[src/rtl/vga_pkg.sv]
// Shared VGA 640x480@60 timing constants, colour constants and helpers,
// used by the timing generator and the board renderer.
package vga_pkg;

  localparam int CNT_W          = 10;
  localparam int RGB_W          = 12;

  localparam int H_TOTAL        = 800;
  localparam int H_SYNC         = 96;
  localparam int H_BRIGHT_START = 144;
  localparam int H_BRIGHT_END   = 783;
  localparam int V_TOTAL        = 525;
  localparam int V_SYNC         = 2;
  localparam int V_BRIGHT_START = 35;
  localparam int V_BRIGHT_END   = 514;

  typedef logic [RGB_W-1:0] rgb_t;

  localparam rgb_t RED   = 12'hF00;
  localparam rgb_t WHITE = 12'hFFF;
  localparam rgb_t GRAY  = 12'h888;
  localparam rgb_t BLACK = 12'h000;
  localparam rgb_t GREEN = 12'h0F0;

  function automatic logic in_span(input logic [CNT_W-1:0] x,
                                   input logic [CNT_W-1:0] lo,
                                   input logic [CNT_W-1:0] hi);
    return (x >= lo) && (x <= hi);
  endfunction

endpackage

[src/rtl/vga_timing_gen_pix_clk_en.sv]
// Pixel strobe divider: one-Clk pulse every CLK_DIV system clocks.
module pix_clk_en #(
  parameter int CLK_DIV = 4
) (
  input  logic Clk,
  input  logic Reset,
  output logic pix_en
);

  localparam int         W    = (CLK_DIV > 1) ? $clog2(CLK_DIV) : 1;
  localparam logic [W-1:0] LAST = W'(CLK_DIV - 1);

  logic [W-1:0] div;

  always_ff @(posedge Clk or posedge Reset) begin
    if (Reset)             div <= '0;
    else if (div == LAST)  div <= '0;
    else                   div <= div + W'(1);
  end

  // Decoded straight from div so CLK_DIV=1 strobes on every clock.
  assign pix_en = (div == LAST);

endmodule

[src/rtl/vga_timing_gen.sv]
// VGA timing generator: pixel counters, bright decode, and a one-pixel
// output register that keeps sync and colour pins mutually aligned.
module vga_timing_gen
  import vga_pkg::*;
#(
  parameter int CLK_DIV        = 4,
  parameter int H_TOTAL        = vga_pkg::H_TOTAL,
  parameter int H_SYNC         = vga_pkg::H_SYNC,
  parameter int H_BRIGHT_START = vga_pkg::H_BRIGHT_START,
  parameter int H_BRIGHT_END   = vga_pkg::H_BRIGHT_END,
  parameter int V_TOTAL        = vga_pkg::V_TOTAL,
  parameter int V_SYNC         = vga_pkg::V_SYNC,
  parameter int V_BRIGHT_START = vga_pkg::V_BRIGHT_START,
  parameter int V_BRIGHT_END   = vga_pkg::V_BRIGHT_END
) (
  input  logic             Clk,
  input  logic             Reset,
  input  logic [RGB_W-1:0] rgb_in,
  output logic [CNT_W-1:0] hCount,
  output logic [CNT_W-1:0] vCount,
  output logic             bright,
  output logic             pix_en,
  output logic             frame_tick,
  output logic             hSync,
  output logic             vSync,
  output logic [3:0]       vgaR,
  output logic [3:0]       vgaG,
  output logic [3:0]       vgaB
);

  localparam logic [CNT_W-1:0] H_LAST = CNT_W'(H_TOTAL - 1);
  localparam logic [CNT_W-1:0] V_LAST = CNT_W'(V_TOTAL - 1);
  localparam logic [CNT_W-1:0] HS_W   = CNT_W'(H_SYNC);
  localparam logic [CNT_W-1:0] VS_W   = CNT_W'(V_SYNC);
  localparam logic [CNT_W-1:0] HB_S   = CNT_W'(H_BRIGHT_START);
  localparam logic [CNT_W-1:0] HB_E   = CNT_W'(H_BRIGHT_END);
  localparam logic [CNT_W-1:0] VB_S   = CNT_W'(V_BRIGHT_START);
  localparam logic [CNT_W-1:0] VB_E   = CNT_W'(V_BRIGHT_END);

  pix_clk_en #(.CLK_DIV(CLK_DIV)) u_pix_clk_en (
    .Clk    (Clk),
    .Reset  (Reset),
    .pix_en (pix_en)
  );

  always_ff @(posedge Clk or posedge Reset) begin
    if (Reset) begin
      hCount <= '0;
      vCount <= '0;
    end else if (pix_en) begin
      if (hCount == H_LAST) begin
        hCount <= '0;
        vCount <= (vCount == V_LAST) ? '0 : vCount + CNT_W'(1);
      end else begin
        hCount <= hCount + CNT_W'(1);
      end
    end
  end

  assign bright     = in_span(hCount, HB_S, HB_E) && in_span(vCount, VB_S, VB_E);
  assign frame_tick = pix_en && (hCount == H_LAST) && (vCount == V_LAST);

  // Pins lag the counters by one pixel; rgb_in is the renderer's answer
  // to the counters it sees in this same slot.
  always_ff @(posedge Clk or posedge Reset) begin
    if (Reset) begin
      hSync                <= 1'b1;
      vSync                <= 1'b1;
      {vgaR, vgaG, vgaB}   <= BLACK;
    end else if (pix_en) begin
      hSync                <= !(hCount < HS_W);
      vSync                <= !(vCount < VS_W);
      {vgaR, vgaG, vgaB}   <= bright ? rgb_in : BLACK;
    end
  end

endmodule

[config.mk]
export PLATFORM = sky130hd
export DESIGN_NAME = vga_timing_gen
export DESIGN_NICKNAME = d
export VERILOG_FILES = /design/src/rtl/vga_pkg.sv /design/src/rtl/vga_timing_gen_pix_clk_en.sv /design/src/rtl/vga_timing_gen.sv
export SDC_FILE = /design/constraint.sdc
export NUM_CORES = 1
export LEC_CHECK = 0
export ABC_AREA = 0
export BUFFER_PORTS_ARGS = -buffer_cell sky130_fd_sc_hd__buf_2
export CAP_MARGIN = 40
export CELL_PAD_IN_SITES_DETAIL_PLACEMENT = 1
export CELL_PAD_IN_SITES_GLOBAL_PLACEMENT = 2
export CORE_MARGIN = 2
export CORE_UTILIZATION = 29
export DETAILED_ROUTE_END_ITERATION = 12
export HOLD_SLACK_MARGIN = 0.12
export PLACE_DENSITY = 0.75
export SLEW_MARGIN = 30
export SYNTH_ARGS = -nofsm -noshare
export SYNTH_HDL_FRONTEND = slang
export SYNTH_SLANG_ARGS = --single-unit
[constraint.sdc]
create_clock -name Clk -period 1.6 [get_ports Clk]
set_input_delay 0.08 -clock Clk [delete_from_list [all_inputs] [get_ports Clk]]
set_output_delay 0.08 -clock Clk [all_outputs]
set_load 0.005 [all_outputs]
# Word level (Yosys, flattened, before mapping)
# Cells that the tools add are included.
# classes
order_cmp	6
mux	4
add_sub_neg	3
eq_ne	3
n_reduce_logical	8
# ops
operator	count
$add A10 B1 Y10 const B	2
$eq A10 B10 Y1 const B	2
$le A10 B10 Y1 const B	2
$mux W10	2
$mux W12	1
$ge A10 B6 Y1 const B	1
$ge A10 B8 Y1 const B	1
$lt A10 B2 Y1 const B	1
$lt A10 B7 Y1 const B	1
$logic_and A1 B1 Y1	5
$add A2 B1 Y2 const B	1
$eq A2 B2 Y1 const B	1
$logic_not A1 Y1	2
$mux W2	1
$reduce_and A2 Y1	1
# word_totals
input_bits	14
reg_bits	36
output_inout_bits	37

# Depth between registers and ports, before layout
# logic_depth
ltp_word	4
ltp_mapped	6
mapped_depth_nobuf	6

# By module
# From an unflattened synthesis, not the netlist that was laid out.
# unflattened
cells_unflattened	170
area_unflattened_um2	1856.8
# modules_own_cells
mod	area_per_inst_um2	seq_area_each_um2	cells_per_inst	instances
vga_timing_gen	1786.7	853.3	165	1
pix_clk_en	70.1	50.0	5	1

# Worst setup path after synthesis
# OpenSTA, ideal clock, no wires.
# synth_timing
kind	register to register
from	register hCount[6]
to	register vCount[3]
slack_ns	-0.029
path_stages_with_launch	6
setup_ns	0.077
arrival_ns	1.552
t_required_ns	1.523
n_path_buf	1
path_cell_list	dfrtp_1 > nor4b_4 > nand4_2 > buf_6 > or3_1 > a21oi_1
# synth_via
elab_chain_cells	2
# synth_lines
element	line	rtl
start: declaration	vga_timing_gen.sv:19	output logic [CNT_W-1:0] hCount,
start signal: assignment	vga_timing_gen.sv:55	hCount <= hCount + CNT_W'(1);
$eq A10 B10 Y1	vga_timing_gen.sv:51	if (hCount == H_LAST) begin
$reduce_and A2 Y1 (no source line)	-	
end signal: assignment	vga_timing_gen.sv:53	vCount <= (vCount == V_LAST) ? '0 : vCount + CNT_W'(1);
end: declaration	vga_timing_gen.sv:20	output logic [CNT_W-1:0] vCount,
# Every way passes these cells.
# A chain may end at the register's enable or synchronous reset.

# Worst setup path after layout
# layout_timing
from	register hCount[6]
to	output frame_tick
# layout_via
elab_chain_cells	3
# layout_lines
element	line	rtl
$eq A10 B10 Y1	vga_timing_gen.sv:61	assign frame_tick = pix_en && (hCount == H_LAST) && (vCount == V_LAST);
$logic_and A1 B1 Y1 (2 in a row)	vga_timing_gen.sv:61	
end: declaration	vga_timing_gen.sv:23	output logic frame_tick,
# Every way passes these cells.

==> summary.txt <==
Final layout
  – Nets: 299
  – Ant. Diodes: 0
  – Multi-input logic area: 992 µm²
  – # fillers: 697
  – Storage cell area: 905 µm²
  – P&R area growth vs syn: 61.4%
  – Core Util, Final: 48.9%
  – Fraction of layout cells with a size suffix above 1: 49.3%

Logic synthesis
  – Post-synth ARST share: 100%
  – Synth Area in Compound Gates: 13.4%
  – Syn_area_per_cell: 10.8 µm²
  – Post-synth EDFFs: 0
  – Mapped Area: 1820 µm²
  – Adder-Cell Fraction of Synth Area: 4.14%
  – Post-Syn Nets: 188
  – Largest family of logic cells by synthesized area: simple AND/OR/NAND/NOR gates
  – Yosys top cell by area: dfrtp_1
  – Mux contribution to synthesized area: 1.65%
  – Largest cells by area after synthesis: dfrtp_1 (47%), a31o_1 (4.3%), ha_1 (4.1%)
  – Top cell type's share of synthesized area: 46.9%
  – Fraction of the mapped netlist area in simple logic gates: 21.0%
  – Most instantiated library cell after synthesis: dfrtp_1
  – Post-Synthesis Cells: 168
  – Yosys reg bits: 36
  – Yosys cell types: 39
  – Post-synthesis sequential area ratio: 49.8%
  – XOR/XNOR Fraction of Synth Area: 5.31%
  – Post-synth top flop: dfrtp_1
  – Synth Warn #: 0
  – Top cells by count, synth: dfrtp_1 (34), nor2b_1 (12), nor2_1 (11), nand2_1 (10)

Critical path
  – Max incr delay on CP: 430 ps
  – CP Cell Sequence: nor4b_4, nand4_4, nor2_1, buf_4, buf_6
  – CP max-delay cell: dfrtp_2
  – CP startpoint kind: register
  – Crit path max-delay family: simple AND/OR/NAND/NOR gates
  – Critical path type: register to output port
  – Data required, critical path: 1520 ps
  – Worst-path maximum fanout: 8
  – Worst path arrival time: 1700 ps
  – Worst Path Buf+Inv: 2
  – Endpoint class of the critical path: output port

Floorplanning
  – Die Span Y: 83.1 µm
  – Io pins: 51
  – Initial core utilization: 30.3%
  – Overall die area: 6910 µm²
  – CORE AREA: 5990 µm²
  – Die W: 83.1 µm
  – Std-Cell Rows: 28

Timing
  – Hold slack: 434 ps
  – Setup slack after layout: -180 ps
  – Crit path time final: 1780 ps
  – Period utilization: 111%
  – Final Max Tran Viols: 0
  – Final setup vio count: 22
  – Total negative slack: -2520 ps
  – RSZ-0062 raised after global routing: yes
  – Fin Clk Skew: 6.59 ps
  – Slew @ Worst Pin: 475 ps
  – Slew HR: 68.4%
  – Fmax: 562 MHz
  – Hold Violations, Final: 0

Route
  – Avg WL per Cell: 15.4 µm
  – Routed Antenna Nets: 0
  – Total number of vias: 1,675
  – Routed vias/inst: 4.72
  – WL final: 5.48 mm
  – DRT iter0 DRCs: 41
  – DRC Markers: 0
  – DR pass1 iterations: 4

Status
  – Status: finished with violations
  – Failing checks: setup timing

CTS
  – Latest clock arrival within the worst-skew pair: 290 ps
  – Sink Count: 36
  – Cts bufs inserted: 5
  – Reg clk slew, reported paths: 80 ps
  – H-tree Lvls: 2
  – CTS Root Cell: clkbuf_8
  – CTS tree: built
  – CTS Buffer Depth: 2

Pwr
  – Sw frac: 21.3%
  – Comb pwr share: 3.4%
  – Peak VDD IR: 315 µV
  – Pwr Density: 609 nW/µm²
  – Leakage power figure: 1.53 nW
  – P_int: 0.00140 W
  – Sw power: 0.000380 W
  – Seq pwr share: 50.9%
  – Clk network pwr share: 45.6%

Placement
  – DPL Wire Length: 3.53 mm
  – GPL Wtd Cong: 0.789
  – Pre-CTS WS: -115 ps
  – Port Buf Inserts: 50

Global routing
  – Tot GR Track Use: 15.7%
  – Grt total ovfl: 0
  – Vias in the first global route: 1,708
  – Initial antenna violation count: 0
  – Largest net degree at the start of global routing: 37
  – First-pass GRT wire length: 8.76 mm

Flow run
  – Number of max-cap violations: 0

Hold path
  – HP Class: register to register
## power groups by stage
| stage | logic, W | registers [W] | clock network, W |
|---|---|---|---|
| floorplan | 0.0000135 | 0.000927 | 0 |
| global placement | 0.0000369 | 0.000927 | 0 |
| detailed placement | 0.0000375 | 0.000927 | 0 |
| CTS | 0.0000623 | 0.000909 | 0.000839 |
| global route | 0.0000694 | 0.000909 | 0.000876 |
| finish | 0.0000612 | 0.000909 | 0.000814 |
## kinds of logic (layout without fill, tap and decap cells)
logic type | Yosys count | count (layout)
and+or+nand+nor | 64 | 64
DFF | 36 | 36
AOI/OAI and AO/OA | 32 | 32
buffers and inverters | 16 | 128
xor gates and xnor gates | 11 | 11
adders and majority gates | 6 | 6
muxes | 3 | 3
## routing by layer
layer,global-route usage (%),part of all wire (%),wire length [µm],vias up
li1,-,-,-,824
met5,0,0,0,-
met1,19.8,44,2420,818
met3,3.78,3.3,183,5
met2,27.1,52,2820,28
met4,3.58,0.88,48,0
## worst paths after layout
path / start / end / slack (ps) / cells after the start
max in group asynchronous: Reset / hCount[6]$_DFFE_PP0P_ / 800 / 4
max: hCount[6]$_DFFE_PP0P_ / frame_tick / -180 / 5
max reg2reg: hCount[6]$_DFFE_PP0P_ / vgaG[3]$_DFFE_PP0P_ / -140 / 7
min: u_pix_clk_en.div[0]$_DFF_PP0_ / u_pix_clk_en.div[0]$_DFF_PP0_ / 430 / 1
min reg2reg: u_pix_clk_en.div[0]$_DFF_PP0_ / u_pix_clk_en.div[0]$_DFF_PP0_ / 430 / 1
min in group asynchronous: Reset / vgaB[1]$_DFFE_PP0P_ / 440 / 4
## layout by cell type (no fill, tap or decap), drive strengths merged, types with 2 or more instances in the layout
cell type	synthesis	routed
nand2	10	10
buf	6	101
inv	6	6
dfstp	2	2
o41ai	3	3
o21ai	5	5
nand3	9	9
nor3	4	4
xor2	4	4
or3	2	2
clkbuf	4	5
and2	2	2
a31o	12	12
and4	2	2
xnor2	7	7
nor2b	12	12
a21oi	5	5
nor4	4	4
nand4	2	2
nor2	11	11
dfrtp	34	34
dlygate4sd3	0	13
and3	3	3
o31ai	3	3
mux2i	3	3
ha	6	6
## repair_timing
action	in CTS	in global routing
endpoints found under the setup margin	22	30
gates cloned	0	1
hold endpoints to repair	46	0
hold buffers	13	0
buffers inserted	6	4
pin swaps	10	7
gates resized for setup	31	12
## state kept, by name, indices dropped and copies added (netlist names)
register	count
vgaR	4
vgaB	4
vSync	1
u_pix_clk_en.div	2
vCount	10
vgaG	4
hSync	1
hCount	10
## metrics by stage
| step | cells | total power [W] | instance area (µm²) |
|---|---|---|---|
| after floorplan | 168 | 0.000941 | 1820 |
| after global placement | 323 | 0.000964 | 2400 |
| after detailed placement | 323 | 0.000965 | 2400 |
| after CTS | 350 | 0.00181 | 2860 |
| after global routing | 355 | 0.00185 | 2930 |
| final | 355 | 0.00178 | 2930 |
## area by class of cell
| cell class | instances | area share [%] |
|---|---|---|
| clock inverters | 3 | 1.45 |
| inverters | 6 | 0.769 |
| flip-flops and latches | 36 | 30.9 |
| multi-input cells | 116 | 33.9 |
| repair buffers | 114 | 27.5 |
| well taps | 75 | 3.20 |
| clock buffers | 5 | 2.35 |
No activity file was read; power rests on OpenSTA's default activity.
